$ cat config.mk
export PLATFORM = sky130hd
export DESIGN_NAME = core_dbg_module_flat
export DESIGN_NICKNAME = d
export VERILOG_FILES = /design/src/rtl/dbg_pkg.sv /design/src/rtl/dbg_intf.sv /design/src/rtl/core_dbg_module.sv /design/src/flat_wrapper.sv
export SDC_FILE = /design/constraint.sdc
export NUM_CORES = 1
export LEC_CHECK = 0
export CORE_MARGIN = 10
export CORE_UTILIZATION = 45
export CTS_BUF_LIST = sky130_fd_sc_hd__clkbuf_2
export CTS_CLUSTER_DIAMETER = 80
export DETAILED_ROUTE_END_ITERATION = 16
export PLACE_DENSITY = 0.93
export RECOVER_POWER = 100
export SETUP_SLACK_MARGIN = 0.3
export SYNTH_ARGS = -nofsm -noshare
export SYNTH_HDL_FRONTEND = slang
export SYNTH_SLANG_ARGS = --single-unit
$ cat constraint.sdc
create_clock -name clk -period 5.5 [get_ports clk]
set_input_delay 1.1 -clock clk [delete_from_list [all_inputs] [get_ports clk]]
set_output_delay 1.1 -clock clk [all_outputs]
set_load 0.01 [all_outputs]
$ cat src/rtl/dbg_pkg.sv
// dbg_pkg: command codes, FSM states and result constants shared by the debug module and core responder.
package dbg_pkg;
  localparam logic [7:0] DBG_CMD_HALT   = 8'h01;
  localparam logic [7:0] DBG_CMD_RESUME = 8'h02;
  localparam logic [7:0] DBG_CMD_RD_REG = 8'h03;
  localparam logic [7:0] DBG_CMD_WR_REG = 8'h04;
  localparam logic [7:0] DBG_CMD_RD_PC  = 8'h05;
  localparam logic [7:0] DBG_CMD_WR_PC  = 8'h06;
  localparam logic [31:0] DBG_HALT_TIMEOUT_RES = 32'h1;
  typedef enum logic [2:0] {
    ST_IDLE, ST_HALT_WAIT, ST_RESUME_WAIT, ST_RF_READ, ST_RF_WRITE, ST_PC_WRITE, ST_DONE
  } dbg_state_t;
endpackage

$ cat src/rtl/dbg_intf.sv
// dbg_intf: command/response bus between the system debug module and a core responder.
interface dbg_intf;
  logic [7:0]  cmd;
  logic [31:0] addr;
  logic [31:0] data_dbg_dut;
  logic [31:0] data_dut_dbg;
  logic        dut_done;
  modport dut (input cmd, addr, data_dbg_dut, output data_dut_dbg, dut_done);
  modport dbg (output cmd, addr, data_dbg_dut, input data_dut_dbg, dut_done);
endinterface

$ cat src/rtl/core_dbg_module.sv
// core_dbg_module: core-side debug responder for halt/resume, register-file and PC access.
module core_dbg_module
  import dbg_pkg::*;
#(
  parameter int HALT_TIMEOUT = 1024,
  parameter int RF_RD_LAT    = 1
) (
  input  logic        clk,
  input  logic        rstn_i,
  dbg_intf.dut        dbg_bus,
  output logic        halt_o,
  input  logic        core_halted_i,
  output logic [4:0]  rf_addr_o,
  input  logic [31:0] rf_rdata_i,
  output logic        rf_we_o,
  output logic [31:0] rf_wdata_o,
  input  logic [31:0] if_pc_i,
  output logic        pc_set_o,
  output logic [31:0] pc_o,
  output logic        flush_o
);
  // one counter serves both the halt/resume timeout and the register-read latency
  localparam int CNT_MAX = HALT_TIMEOUT > RF_RD_LAT ? HALT_TIMEOUT : RF_RD_LAT;
  localparam int CW = CNT_MAX > 0 ? $clog2(CNT_MAX + 1) : 1;
  dbg_state_t state;
  logic [CW-1:0] cnt;
  logic done_q;
  logic [31:0] data_q;
  logic [7:0] cmd;
  logic [4:0] addr;
  logic halted_ok, wait_ok, timeout;
  logic unused_addr;
  assign cmd = dbg_bus.cmd;
  assign addr = dbg_bus.addr[4:0];
  assign unused_addr = ^dbg_bus.addr[31:5];
  assign halted_ok = halt_o & core_halted_i;
  assign wait_ok = (state == ST_HALT_WAIT) ? core_halted_i : !core_halted_i;
  assign timeout = HALT_TIMEOUT != 0 && cnt == CW'(HALT_TIMEOUT - 1);
  assign dbg_bus.dut_done = done_q;
  assign dbg_bus.data_dut_dbg = data_q;
  always_ff @(posedge clk or negedge rstn_i)
    if (!rstn_i) begin
      state <= ST_IDLE;
      cnt <= '0;
      done_q <= 1'b0;
      data_q <= '0;
      halt_o <= 1'b0;
      rf_addr_o <= '0;
      rf_we_o <= 1'b0;
      rf_wdata_o <= '0;
      pc_set_o <= 1'b0;
      pc_o <= '0;
      flush_o <= 1'b0;
    end else begin
      done_q <= 1'b0;
      data_q <= '0;
      rf_we_o <= 1'b0;
      pc_set_o <= 1'b0;
      flush_o <= 1'b0;
      case (state)
        ST_IDLE: if (cmd != 8'h00) begin
          cnt <= '0;
          if (cmd == DBG_CMD_HALT) begin
            halt_o <= 1'b1;
            state <= ST_HALT_WAIT;
          end else if (cmd == DBG_CMD_RESUME) begin
            halt_o <= 1'b0;
            state <= ST_RESUME_WAIT;
          end else if (halted_ok && cmd == DBG_CMD_RD_REG) begin
            rf_addr_o <= addr;
            state <= ST_RF_READ;
          end else if (halted_ok && cmd == DBG_CMD_WR_REG) begin
            rf_addr_o <= addr;
            rf_wdata_o <= dbg_bus.data_dbg_dut;
            rf_we_o <= addr != 5'd0;
            state <= ST_RF_WRITE;
          end else if (halted_ok && cmd == DBG_CMD_RD_PC) begin
            data_q <= if_pc_i;
            done_q <= 1'b1;
            state <= ST_DONE;
          end else if (halted_ok && cmd == DBG_CMD_WR_PC) begin
            pc_o <= dbg_bus.data_dbg_dut;
            pc_set_o <= 1'b1;
            flush_o <= 1'b1;
            state <= ST_PC_WRITE;
          end else begin
            done_q <= 1'b1;
            state <= ST_DONE;
          end
        end
        ST_HALT_WAIT, ST_RESUME_WAIT:
          if (wait_ok || timeout) begin
            data_q <= wait_ok ? 32'h0 : DBG_HALT_TIMEOUT_RES;
            done_q <= 1'b1;
            state <= ST_DONE;
          end else cnt <= cnt + 1'b1;
        ST_RF_READ:
          if (cnt == CW'(RF_RD_LAT)) begin
            data_q <= rf_rdata_i;
            done_q <= 1'b1;
            state <= ST_DONE;
          end else cnt <= cnt + 1'b1;
        ST_RF_WRITE, ST_PC_WRITE: begin
          done_q <= 1'b1;
          state <= ST_DONE;
        end
        default: state <= ST_IDLE;
      endcase
    end
endmodule

$ cat src/flat_wrapper.sv
// flat-port wrapper written by rule: the top's interface ports become plain ports
module core_dbg_module_flat import dbg_pkg::*;
#(
  parameter int HALT_TIMEOUT = 1024,
  parameter int RF_RD_LAT    = 1
)
  (clk, rstn_i, halt_o, core_halted_i, rf_addr_o, rf_rdata_i, rf_we_o, rf_wdata_o, if_pc_i, pc_set_o, pc_o, flush_o, dbg_bus_cmd, dbg_bus_addr, dbg_bus_data_dbg_dut, dbg_bus_data_dut_dbg, dbg_bus_dut_done);
  dbg_intf dbg_bus_i ();
  input  logic clk;
  input  logic rstn_i;
  output logic halt_o;
  input  logic core_halted_i;
  output logic [4:0] rf_addr_o;
  input  logic [31:0] rf_rdata_i;
  output logic rf_we_o;
  output logic [31:0] rf_wdata_o;
  input  logic [31:0] if_pc_i;
  output logic pc_set_o;
  output logic [31:0] pc_o;
  output logic flush_o;
  input wire logic [$bits(dbg_bus_i.cmd)-1:0] dbg_bus_cmd;
  input wire logic [$bits(dbg_bus_i.addr)-1:0] dbg_bus_addr;
  input wire logic [$bits(dbg_bus_i.data_dbg_dut)-1:0] dbg_bus_data_dbg_dut;
  output wire logic [$bits(dbg_bus_i.data_dut_dbg)-1:0] dbg_bus_data_dut_dbg;
  output wire logic [$bits(dbg_bus_i.dut_done)-1:0] dbg_bus_dut_done;
  assign dbg_bus_i.cmd = dbg_bus_cmd;
  assign dbg_bus_i.addr = dbg_bus_addr;
  assign dbg_bus_i.data_dbg_dut = dbg_bus_data_dbg_dut;
  assign dbg_bus_data_dut_dbg = dbg_bus_i.data_dut_dbg;
  assign dbg_bus_dut_done = dbg_bus_i.dut_done;
  core_dbg_module #(.HALT_TIMEOUT(HALT_TIMEOUT), .RF_RD_LAT(RF_RD_LAT)) u_core (.clk(clk), .rstn_i(rstn_i), .dbg_bus(dbg_bus_i), .halt_o(halt_o), .core_halted_i(core_halted_i), .rf_addr_o(rf_addr_o), .rf_rdata_i(rf_rdata_i), .rf_we_o(rf_we_o), .rf_wdata_o(rf_wdata_o), .if_pc_i(if_pc_i), .pc_set_o(pc_set_o), .pc_o(pc_o), .flush_o(flush_o));
endmodule
==> flow_summary.toml <==
[timing]
period_share_pct = 66.7
slew_headroom_pct = -74.2
setup_tns_ns = 0
worst_pin_slew_ns = 2.61
fin_skew_ns = 0.0165
hold_ws_ns = 0.515
rsz0062_at_grt = "false"
fmax_ghz = 0.272
final_hold_viol_count = 0
setup_violations = 0
maxSlewViolCount = 118
finalCriticalPeriod_ns = 3.67

[clock_network]
clock_latency_ns = 0.64
postCtsSetupBuffers = 0
clock-sinks = 119
hold_buffers = 0
cts.clk_slew.worst_paths_ns = 0.16
cts_tree = "done"
htreeDepth = 4
cts-root-buf = "clkbuf_2"
cts_resized = 0
cts_buffer_depth = 2
cts_buffers = 17

[global_routing]
antenna_found_initial = 1
grt_pass1_wl_um = 22900
grt_overflow = 0
grt_max_degree = 72
grt_usage_pct = 18.0
grt_pass1_vias = 4238

[setup_path]
start_kind = "input port"
crit_path_end_kind = "register"
ff2ff_path_depth = 5
cp.required_ns = 6.02
worstSetupPathType = "input port to register"
arrival_ns = 4.19
crit_fanout = 33
rr_startpoint = "u_core.state[2]"
r2r_end = "u_core.pc_o[22]"
regToRegSetupSlack_ns = 2.28

[logic_synthesis]
yosysUniqueCellTypes = 51
synth_top_area_cell = "dfrtp_1"
synth_edf_count = 0
netlist.area_leader.share_pct = 59.3
synth.top_cells.by_count = "119 x dfrtp_1, 64 x mux2_2, 31 x a22o_1"
yosysMostFrequentCell = "dfrtp_1"
synth_cells = 368
ys_top_cells_by_area = "dfrtp_1 59%, mux2_2 14%, a22o_1 5.4%, mux2_4 1.8%, ha_1 1.5%"
synth_fp_nets = 513
ys_seq_area_share_pct = 59.3
ys.warnings.count = 0
ys_async_sr_fraction_pct = 100
avgSynthCellArea_um2 = 13.6
synth_area_um2 = 5020
ys.flop_type = "dfrtp_1"
synth_seq_cells = 119

[min_path]
min_from = "u_core.rf_addr_o[4]"
hold_end = "u_core.rf_addr_o[4]"
hold_path_class = "register to register"
min_path_cells = 1

[route]
drc = 0
wl_um = 14100
wl_per_cell_um = 19.2
vias = 3940
viasPerCell = 5.35
ant_nets = 0
drt_first_iter_violations = 394
drtPass1Iterations = 4

[cells_and_area]
fill_cells = 785
num-nets-final = 728
final_layout_size_suffix_gt1_share_pct = 17.3
post-route-util_pct = 69.3
fin_area_um2 = 7540
area.growth.synth_to_final_pct = 50.3

[flow_run]
drv_cap = 3

[placement]
gp_congestion = 0.862
port_buffers = 217
placed_area_um2 = 7270
dp_hpwl_um = 10900

[die]
die_h_um = 126
rows = 38
core_um2 = 10900
start_util_pct = 46.1
die_area_um2 = 15800
pin_count = 245
die_w_um = 126

[pwr]
p_total_uw = 2010
ir_worst_vdd_v = 0.000145
power_leakage_uw = 0.00382
p_per_area_nw_per_um2 = 267

[outcome]
status = "finished, violations left"
violations = "max-capacitance violations, max-slew violations"
==> per-stage QoR <==
step	cells	setup WS [ns]
2_1_floorplan	368	2.59
3_5_place_dp	704	1.84
4_1_cts	736	2.56
6_report	737	1.83
3_3_place_gp	704	1.92
5_1_grt	737	1.42
==> layout by cell type (no fill, tap or decap), drive strengths merged, types with 2 or more instances in the layout <==
cell,instances
or3,4
or2,2
inv,8
nand2b,4
and3,5
a22o,31
bufinv,6
a21o,2
mux2,70
nor2,15
o22ai,2
ha,6
clkinv,4
or4,3
a2111oi,3
nor2b,2
nand3b,3
nor3,5
clkinvlp,2
a21oi,6
nand3,6
dlygate4sd3,107
nand2,7
buf,2
o21ai,6
clkdlybuf4s50,109
o31ai,8
dfrtp,119
clkbuf,22
o41ai,9
nor4,3
==> kinds of logic after synthesis <==
kind of cell | after synthesis | synth area share (%)
compound gates | 74 | 11.7
simple gates | 64 | 7.75
xor+xnor | 2 | 0.349
buf+inv | 32 | 2.99
mux | 71 | 16.4
flops | 119 | 59.3
fa+ha+maj | 6 | 1.50
==> where the power goes <==
part | switching, uW | internal (uW) | leakage, uW
clock network | 321 | 392 | 0.000182
logic | 155 | 179 | 0.00199
registers | 54.0 | 911 | 0.00165
total | 530 | 1480 | 0.00382
==> worst max path at each step <==
stage                              start                         endpoint  cells after the start  slack (ns)
after floorplan           dbg_bus_cmd[5]              u_core.rf_addr_o[0]                      5        2.59
after global placement    dbg_bus_cmd[5]  u_core.dbg_bus.data_dut_dbg[13]                      5        1.92
after detailed placement  dbg_bus_cmd[5]  u_core.dbg_bus.data_dut_dbg[13]                      5        1.84
after CTS                 dbg_bus_cmd[5]  u_core.dbg_bus.data_dut_dbg[13]                      5        2.56
after global routing              rstn_i   u_core.dbg_bus.data_dut_dbg[7]                      2        1.42
final                     dbg_bus_cmd[5]                  u_core.pc_o[29]                      6        1.83
==> area by class of cell <==
type | count | area (um^2) | area share [%]
clock inverters | 13 | 226 | 3.00
inverters | 7 | 26.3 | 0.348
clock buffers | 19 | 95.1 | 1.26
diodes | 1 | 2.50 | 0.0332
repair buffers | 221 | 2190 | 29.0
flip-flops and latches | 119 | 2980 | 39.5
well taps | 140 | 175 | 2.32
multi-input cells | 217 | 1850 | 24.6
==> worst max-delay path, stage by stage <==
cell and delay [ns]:
dlygate4sd3_1 0.53, or4_1 0.61, nor4_1 0.39, nand3b_1 0.13
clkbuf_1 0.76, mux2_1 0.63
==> flip-flops by register name, summed over array words and instances (netlist names) <==
name and cells:
u_core.cnt 11, u_core.dbg_bus.data_dut_dbg 32, u_core.dbg_bus.dut_done 1, u_core.halt_o 1, u_core.pc_o 32, u_core.pc_set_o 1, u_core.rf_addr_o 5, u_core.rf_wdata_o 32
u_core.rf_we_o 1, u_core.state 3
==> layer usage <==
metal	track usage (%)	share of wire (%)	wire length, um	vias up
met5	0	0	0	-
met4	6.44	1.3	179	0
met3	10.1	14	1940	14
met2	28.2	47	6650	227
met1	20.1	38	5360	1888
li1	-	-	-	1811
Power figures use the tool's default switching activity.
